### config.mk
export PLATFORM = sky130hd
export DESIGN_NAME = score_display_ctrl
export DESIGN_NICKNAME = d
export VERILOG_FILES = /design/src/rtl/score_display_ctrl.sv
export SDC_FILE = /design/constraint.sdc
export NUM_CORES = 1
export LEC_CHECK = 0
export ABC_AREA = 1
export CAP_MARGIN = 15
export CORE_MARGIN = 2
export CORE_UTILIZATION = 57
export CTS_CLUSTER_DIAMETER = 200
export DETAILED_ROUTE_END_ITERATION = 16
export PLACE_DENSITY = 0.9
export REMOVE_ABC_BUFFERS = 1
export SKIP_CTS_REPAIR_TIMING = 1
export SLEW_MARGIN = 20
export SYNTH_ARGS = -nofsm -noshare
export SYNTH_HDL_FRONTEND = slang
export SYNTH_SLANG_ARGS = --single-unit
### constraint.sdc
create_clock -name clk -period 4.9 [get_ports clk]
set_clock_uncertainty 0.2 [all_clocks]
set_input_delay 1.47 -clock clk [delete_from_list [all_inputs] [get_ports clk]]
set_output_delay 1.47 -clock clk [all_outputs]
set_load 0.03 [all_outputs]
### src/rtl/score_display_ctrl.sv
// Two-player score/game controller for the dot-matrix score display: edge-detected points,
// IDLE/PLAY/WIN sequencing and the row-scan tick. Define SCORE_FLASH_EN to flash the winner's digit.
module score_display_ctrl #(
    parameter int WIN_SCORE = 9,
    parameter int SCAN_DIV  = 1000,
    parameter int FLASH_DIV = 250000
) (
    input  logic       clk,
    input  logic       rst,
    input  logic       start,
    input  logic       point1,
    input  logic       point2,
    output logic [3:0] score1,
    output logic [3:0] score2,
    output logic [1:0] winner,
    output logic       playing,
    output logic       scan_en
);
    localparam int SCAN_W = $clog2(SCAN_DIV);
    localparam logic [3:0] BLANK = 4'hF;

    if (WIN_SCORE < 1 || WIN_SCORE > 9) begin : g_bad_win
        $error("WIN_SCORE must be in 1..9");
    end
    if (SCAN_DIV < 2 || FLASH_DIV < 2) begin : g_bad_div
        $error("SCAN_DIV and FLASH_DIV must be at least 2");
    end

    typedef enum logic [1:0] {IDLE, PLAY, WIN} state_t;

    state_t      state, state_n;
    logic [3:0]  s1, s2, s1_n, s2_n;
    logic [1:0]  winner_n;
    logic        start_q, point1_q, point2_q;
    logic        start_e, point1_e, point2_e;
    logic [3:0]  sum1, sum2;
    logic        hit1, hit2;
    logic        blank1, blank2;
    logic [SCAN_W-1:0] scan_cnt;

    assign start_e  = start  & ~start_q;
    assign point1_e = point1 & ~point1_q;
    assign point2_e = point2 & ~point2_q;
    assign sum1 = s1 + {3'b000, point1_e};
    assign sum2 = s2 + {3'b000, point2_e};
    assign hit1 = point1_e && (sum1 == 4'(WIN_SCORE));
    assign hit2 = point2_e && (sum2 == 4'(WIN_SCORE));

    // Start dominates everything; in PLAY both players can score in the same cycle.
    always_comb begin
        state_n  = state;
        s1_n     = s1;
        s2_n     = s2;
        winner_n = winner;
        if (start_e) begin
            state_n  = PLAY;
            s1_n     = 4'd0;
            s2_n     = 4'd0;
            winner_n = 2'b00;
        end else if (state == PLAY) begin
            s1_n = sum1;
            s2_n = sum2;
            if (hit1 || hit2) begin
                state_n  = WIN;
                winner_n = {hit2, hit1};
            end
        end
    end

`ifdef SCORE_FLASH_EN
    localparam int FLASH_W = $clog2(FLASH_DIV);
    logic [FLASH_W-1:0] flash_cnt, flash_cnt_n;
    logic               phase, phase_n;

    // Phase 0 is visible; the counter restarts on the cycle WIN is entered.
    always_comb begin
        flash_cnt_n = '0;
        phase_n     = 1'b0;
        if (state_n == WIN && state == WIN) begin
            if (flash_cnt == FLASH_W'(FLASH_DIV - 1)) begin
                phase_n = ~phase;
            end else begin
                flash_cnt_n = flash_cnt + FLASH_W'(1);
                phase_n     = phase;
            end
        end
    end

    always_ff @(posedge clk or negedge rst) begin
        if (!rst) begin
            flash_cnt <= '0;
            phase     <= 1'b0;
        end else begin
            flash_cnt <= flash_cnt_n;
            phase     <= phase_n;
        end
    end

    assign blank1 = (state_n == WIN) && phase_n && winner_n[0];
    assign blank2 = (state_n == WIN) && phase_n && winner_n[1];
`else
    assign blank1 = 1'b0;
    assign blank2 = 1'b0;
`endif

    always_ff @(posedge clk or negedge rst) begin
        if (!rst) begin
            state    <= IDLE;
            s1       <= 4'd0;
            s2       <= 4'd0;
            score1   <= 4'd0;
            score2   <= 4'd0;
            winner   <= 2'b00;
            playing  <= 1'b0;
            start_q  <= 1'b0;
            point1_q <= 1'b0;
            point2_q <= 1'b0;
        end else begin
            state    <= state_n;
            s1       <= s1_n;
            s2       <= s2_n;
            score1   <= blank1 ? BLANK : s1_n;
            score2   <= blank2 ? BLANK : s2_n;
            winner   <= winner_n;
            playing  <= (state_n == PLAY);
            start_q  <= start;
            point1_q <= point1;
            point2_q <= point2;
        end
    end

    // Free-running scan divider; the tick is registered so it lands SCAN_DIV cycles after reset.
    always_ff @(posedge clk or negedge rst) begin
        if (!rst) begin
            scan_cnt <= '0;
            scan_en  <= 1'b0;
        end else begin
            scan_en  <= (scan_cnt == SCAN_W'(SCAN_DIV - 1));
            scan_cnt <= (scan_cnt == SCAN_W'(SCAN_DIV - 1)) ? '0 : scan_cnt + SCAN_W'(1);
        end
    end
endmodule

==> results_dict.tcl, run 1 <==
set metrics [dict create \
    placeableCoreArea_mm2 0.00219 \
    comb_power_share_pct 20.4 \
    root_buffer "clkbuf_4" \
    p_switching_uw 126 \
    synth_cell_type_count 25 \
    regArea_um2 676 \
    clkSlewWorstSetupHoldPaths_ps 140 \
    postSynthAreaPerCell_um2 8.72 \
    wl_per_cell_um 12.6 \
    dp_hpwl_um 1980 \
    preCtsSetupSlack_ps 1160 \
    status "complete, no violations" \
    grt_pass1_wl_um 4080 \
    area_growth_pct 17.6 \
    rsz0062_at_grt "no" \
    hp-class "reg2reg" \
    via_count 1043 \
    grt_pass1_vias 990 \
    synthMuxAreaShare_pct 0 \
    fmax_mhz 297 \
    clockBufferDepth 2 \
    fp-row-count 17 \
    layout-drive-gt1-share_pct 8.82 \
    place_area_mm2 0.00150 \
    portBuffers 16 \
    antennaDiodeCount 0 \
    die_h_um 51.7 \
    track_usage_pct 20.9 \
    dr.first_iter.drc_count 35 \
    fin_area_mm2 0.00153 \
    syn-instance-count 149 \
    numCtsBuffers 3 \
    place.gp.congestion 0.744 \
    drt_wl_total_um 2500 \
    critical_path_class "in2reg" \
    drc 0 \
    synth_seq_cells 27 \
    required_ps 4920 \
    synth_compound_area_share_pct 5.78 \
    rr_worst_depth 11 \
    drt-pass1-iter-count 4 \
    ant_nets 0 \
    synth_adder_area_share_pct 4.82 \
    startpoint_type "input pin" \
    clkSinkCount 27 \
    relSlewSlack_pct 76.4 \
    synth_top_family_by_area "simple AND/OR/NAND/NOR gates" \
    tightestPinTransition_ps 354 \
    drv_cap 0 \
    grt_max_degree 28 \
    worst_ep_arrival_time_ps 3380 \
    synthSimpleGateAreaFrac_pct 25.7 \
    die_w_um 51.7 \
    synthXorXnorAreaFrac_pct 3.37 \
    cp-end-kind "flop" \
    power.share.switching_pct 29.6 \
    overflow 0 \
    antenna_found_initial 0 \
    setup_ws_ps 1530 \
    nets 181 \
    cts_tree "done" \
    nFillCells 162 \
    period_needed_ps 3370 \
    multi_input_area_um2 515 \
    vdd_ir_drop_max_mv 0.214 \
    power.internal_uw 300 \
    cts_htree_levels 1 \
    holdPathStages 1 \
    setup_viol 0 \
    vias_per_cell 5.27 \
    power_leakage_uw 0.000767 \
    syn-cell-area_mm2 0.00130 \
    die_area_mm2 0.00268 \
    maxSlewViolCount 0 \
    io_pins 17 \
    clk_latency_ps 310 \
    seqPwrFrac_pct 58.0 \
    setup_tns_ps 0 \
    yosysSeqAreaShare_pct 52.0 \
    p_per_area_mw_per_mm2 279 \
    hold_viol_final 0 \
    ys_warn_count 0 \
    finalCritPeriodShare_pct 68.7 \
    p_clk_share_pct 21.6 \
    start_util_pct 59.3 \
    cp_max_fo 3 \
]
flip-flops by register name, indices dropped and copies added, names as in the netlist:
signal	count
scan_cnt	10
point2_q	1
state	2
playing	1
point1_q	1
s1	4
scan_en	1
start_q	1
winner	2
s2	4
critical path, stage by stage:
cell and delay [ps]:
clkdlybuf4s50_1 470, inv_1 40, nor2_1 140, ha_1 230, ha_1 260, nor2_1 110, nand2_1 70, nor2_1 130
nand2_1 110, nand2_1 90, nand2_1 90, nand3_1 100, o21ai_1 80
synthesized netlist by cell type (all sizes together):
library cell  instances  area share [%]
nand2                37              11
dfrtp                27              52
inv                  22             6.4
nor2                 17             6.3
nand3                12             5.0
o21ai                 8             3.1
ha                    5             4.8
a21oi                 4             1.5
xor2                  4             2.7
nand4                 3             1.4
clkinv                2            0.58
nor3                  2             1.2
a211oi                1            0.58
bufinv                1             1.3
nor4                  1            0.48
o31ai                 1            0.58
or2                   1            0.48
xnor2                 1            0.67
path summary, 6_finish.rpt:
| check | slack [ps] | startpoint | endpoint |
|---|---|---|---|
| worst min-delay path | 310 | state[1]$_DFF_PN0_ | playing$_DFF_PN0_ |
| max in group asynchronous | 2940 | rst | scan_cnt[7]$_DFF_PN0_ |
| worst min register to register | 310 | state[1]$_DFF_PN0_ | playing$_DFF_PN0_ |
| min in group asynchronous | 1310 | rst | scan_cnt[2]$_DFF_PN0_ |
| worst max-delay path | 1530 | point1 | winner[1]$_DFFE_PN0P_ |
| worst max register to register | 2790 | point1_q$_DFF_PN0_ | winner[1]$_DFFE_PN0P_ |
placed cells by master (no fill, tap or decap):
master           instances
nand2_1                 36
dfrtp_1                 27
inv_1                   18
clkdlybuf4s50_1         16
nor2_1                  14
nand3_1                 11
ha_1                     5
inv_2                    4
a21oi_1                  4
xor2_1                   4
o21ai_1                  4
o21ai_0                  4
nand4_1                  3
clkbuf_4                 3
nor2_4                   2
clkinv_1                 2
nor4_1                   1
bufinv_8                 1
nor3_2                   1
a211oi_1                 1
nand3_2                  1
nand2_2                  1
xnor2_1                  1
nor3_1                   1
or2_1                    1
o31ai_1                  1
nor2_2                   1
clkbuf_1                 1
buf_4                    1
power groups by stage:
| stage | Clock (uW) | Sequential, uW | Combinational [uW] |
|---|---|---|---|
| final | 92.1 | 247 | 87.0 |
| after global routing | 107 | 249 | 94.6 |
| after CTS | 94.3 | 247 | 88.0 |
| after detailed placement | 0 | 251 | 87.4 |
| after global placement | 0 | 250 | 83.2 |
| after floorplan | 0 | 270 | 28.7 |
final cells by class:
class                           count  share of cell area (%)
Clock buffer                        4                    1.72
Inverter                           25                    7.04
Multi-Input combinational cell     97                    33.7
Sequential cell                    27                    44.2
Tap cell                           28                    2.29
Timing Repair Buffer               17                    11.0
logic make-up after synthesis:
kind of cell	after synthesis
DFF	27
xor gates and xnor gates	5
and+or+nand+nor	73
buffers and inverters	25
adders and majority gates	5
AOI/OAI and AO/OA	14
per-layer routing:
metal	vias up	part of all wire [%]	track usage, %
met5	-	0	0
met4	0	3.1	10.1
met3	12	4.9	4.02
met2	38	52	37.2
met1	479	40	23.8
li1	514	-	-
metrics by stage:
stage          utilization, %  hold WS, ps  instances  power, uW
2_1_floorplan               -          274        149        298
3_3_place_gp             68.5          294        194        333
3_5_place_dp             68.5          312        194        339
4_1_cts                  69.7          322        198        429
5_1_grt                  69.7          364        198        450
6_report                 69.7          314        198        426
Power figures use the tool's default switching activity.
==> inputs of run 2 (changes only) <==
- CORE_UTILIZATION: 57 -> 48
- PLACE_DENSITY: 0.9 -> 0.82
- clock period: 4.9 -> 3 ns (I/O delays scaled with it)
==> results_dict.tcl, run 2 (synthesized netlist as in run 1, its figures left out) <==
set metrics [dict create \
    worst_ep_arrival_time_ps 2730 \
    worstPathCellList "clkdlybuf4s50_1 -> inv_1 -> nor2_1 -> ha_1 -> ha_1 -> nor2_1 -> nand2_1 -> nor2_1 -> nand2_1 -> nand2_1 -> nand2_1 -> nand3_1 -> o21ai_1" \
    fp-row-count 18 \
    via_count 1024 \
    power_uw 706 \
    placeableCoreArea_mm2 0.00252 \
    cp_max_fo 3 \
    final_common_cell "nand2_1" \
    seqPwrFrac_pct 57.3 \
    finalCritPeriodShare_pct 89.9 \
    grt_pass1_wl_um 4330 \
    portBuffers 16 \
    grt_max_degree 28 \
    setup_viol 0 \
    nFillCells 239 \
    utilization_pct 61.1 \
    power_leakage_uw 0.000771 \
    relSlewSlack_pct 77.0 \
    clkSlewWorstSetupHoldPaths_ps 150 \
    dr.first_iter.drc_count 14 \
    hold_viol_final 0 \
    rrSetupSlack_ps 1000 \
    clockBufferDepth 2 \
    r2r-start "point2_q$_DFF_PN0_" \
    period_needed_ps 2700 \
    clkSinkCount 27 \
    p_clk_share_pct 22.7 \
    critical_path_class "in2reg" \
    drv_cap 0 \
    area_growth_pct 18.7 \
    ant_nets 0 \
    worst-path-buf-inv 2 \
    wl_per_cell_um 12.1 \
    rr_worst_depth 11 \
    track_usage_pct 17.2 \
    die_h_um 56.0 \
    numCtsBuffers 3 \
    p_per_area_mw_per_mm2 458 \
    hp-class "reg2reg" \
    p_switching_uw 216 \
    die_w_um 56.0 \
    cp_slowest_cell "clkdlybuf4s50_1" \
    hold-path-endpoint "playing$_DFF_PN0_" \
    top_register "scan_cnt" \
    overflow 0 \
    power.internal_uw 490 \
    clk_latency_ps 320 \
    rsz0062_at_grt "no" \
    status "complete, no violations" \
    dp_hpwl_um 1820 \
    start_util_pct 51.5 \
    holdPathStages 1 \
    tightestPinTransition_ps 344 \
    mostFrequentLayoutCells "36 x nand2_1, 27 x dfrtp_1, 18 x inv_1" \
    required_ps 3030 \
    multi_input_area_um2 515 \
    cp-end-kind "flop" \
    vdd_ir_drop_max_mv 0.483 \
    regArea_um2 676 \
    antennaDiodeCount 0 \
    root_buffer "clkbuf_4" \
    cts_htree_levels 1 \
    drt-pass1-iter-count 4 \
    crit_top_cell "nand2_1" \
    cts_tree "done" \
    cpPeakStageDelay_ps 480 \
    nets 182 \
    largest_registers "scan_cnt x10, s1 x4, s2 x4" \
    drt_wl_total_um 2430 \
    grt_pass1_vias 1058 \
    io_pins 17 \
    largest_reg_flops 10 \
    vias_per_cell 5.09 \
    startpoint_type "input pin" \
    fmax_mhz 371 \
    critPathTopFamily "simple AND/OR/NAND/NOR gates" \
    rr_endpoint "winner[1]$_DFFE_PN0P_" \
    power.share.switching_pct 30.6 \
    comb_power_share_pct 20.0 \
    maxSlewViolCount 0 \
    place.gp.congestion 0.798 \
    antenna_found_initial 0 \
    drc 0 \
    worstHoldStart "state[1]$_DFF_PN0_" \
    layout-drive-gt1-share_pct 9.94 \
    die_area_mm2 0.00314 \
]
==> run 2: cell count changes in the layout (fill, tap and decap cells not counted), sizes merged <==
cell	change
clkinvlp	+1
buf	+1
clkbuf	-1
==> run 2: metrics by stage <==
stage	setup WS [ps]	setup TNS (ps)	cells	instance area (um2)	hold WS [ps]
final	302	0	201	1540	339
after global routing	87.3	0	201	1540	346
after CTS	301	0	201	1540	328
after detailed placement	-45.4	-70.7	197	1510	306
after global placement	58.3	0	197	1510	309
after floorplan	634	0	149	1300	274
==> run 2: metal layers <==
metal / track usage [%] / part of all wire, % / vias up
met4: 3.06 / 0 / 0
li1: - / - / 520
met2: 32.6 / 53 / 19
met5: 0 / 0 / -
met3: 4.19 / 3.7 / 0
met1: 19.4 / 44 / 485
==> run 2: power by group through the flow <==
stage | logic [uW] | clock network (uW) | registers, uW
2_1_floorplan | 46.9 | 0 | 440
3_3_place_gp | 137 | 0 | 409
3_5_place_dp | 143 | 0 | 410
4_1_cts | 145 | 165 | 404
5_1_grt | 157 | 178 | 406
6_report | 141 | 160 | 404
==> run 2: final cells by class <==
class                   count  area share (%)
multi-input cells          97            33.4
inverters                  25            6.98
clock buffers               3            1.46
flip-flops and latches     27            43.8
well taps                  30            2.44
repair buffers             18            11.4
clock inverters             1           0.487
==> run 2: worst max path at each step <==
stage | from | end | slack (ps) | cells after the start
floorplan | point1 | winner[1]$_DFFE_PN0P_ | 630 | 12
global placement | point2 | winner[1]$_DFFE_PN0P_ | 60 | 13
detailed placement | point2 | winner[1]$_DFFE_PN0P_ | -50 | 13
CTS | point2 | winner[1]$_DFFE_PN0P_ | 300 | 13
global route | point2 | winner[1]$_DFFE_PN0P_ | 90 | 13
finish | point2 | winner[1]$_DFFE_PN0P_ | 300 | 13
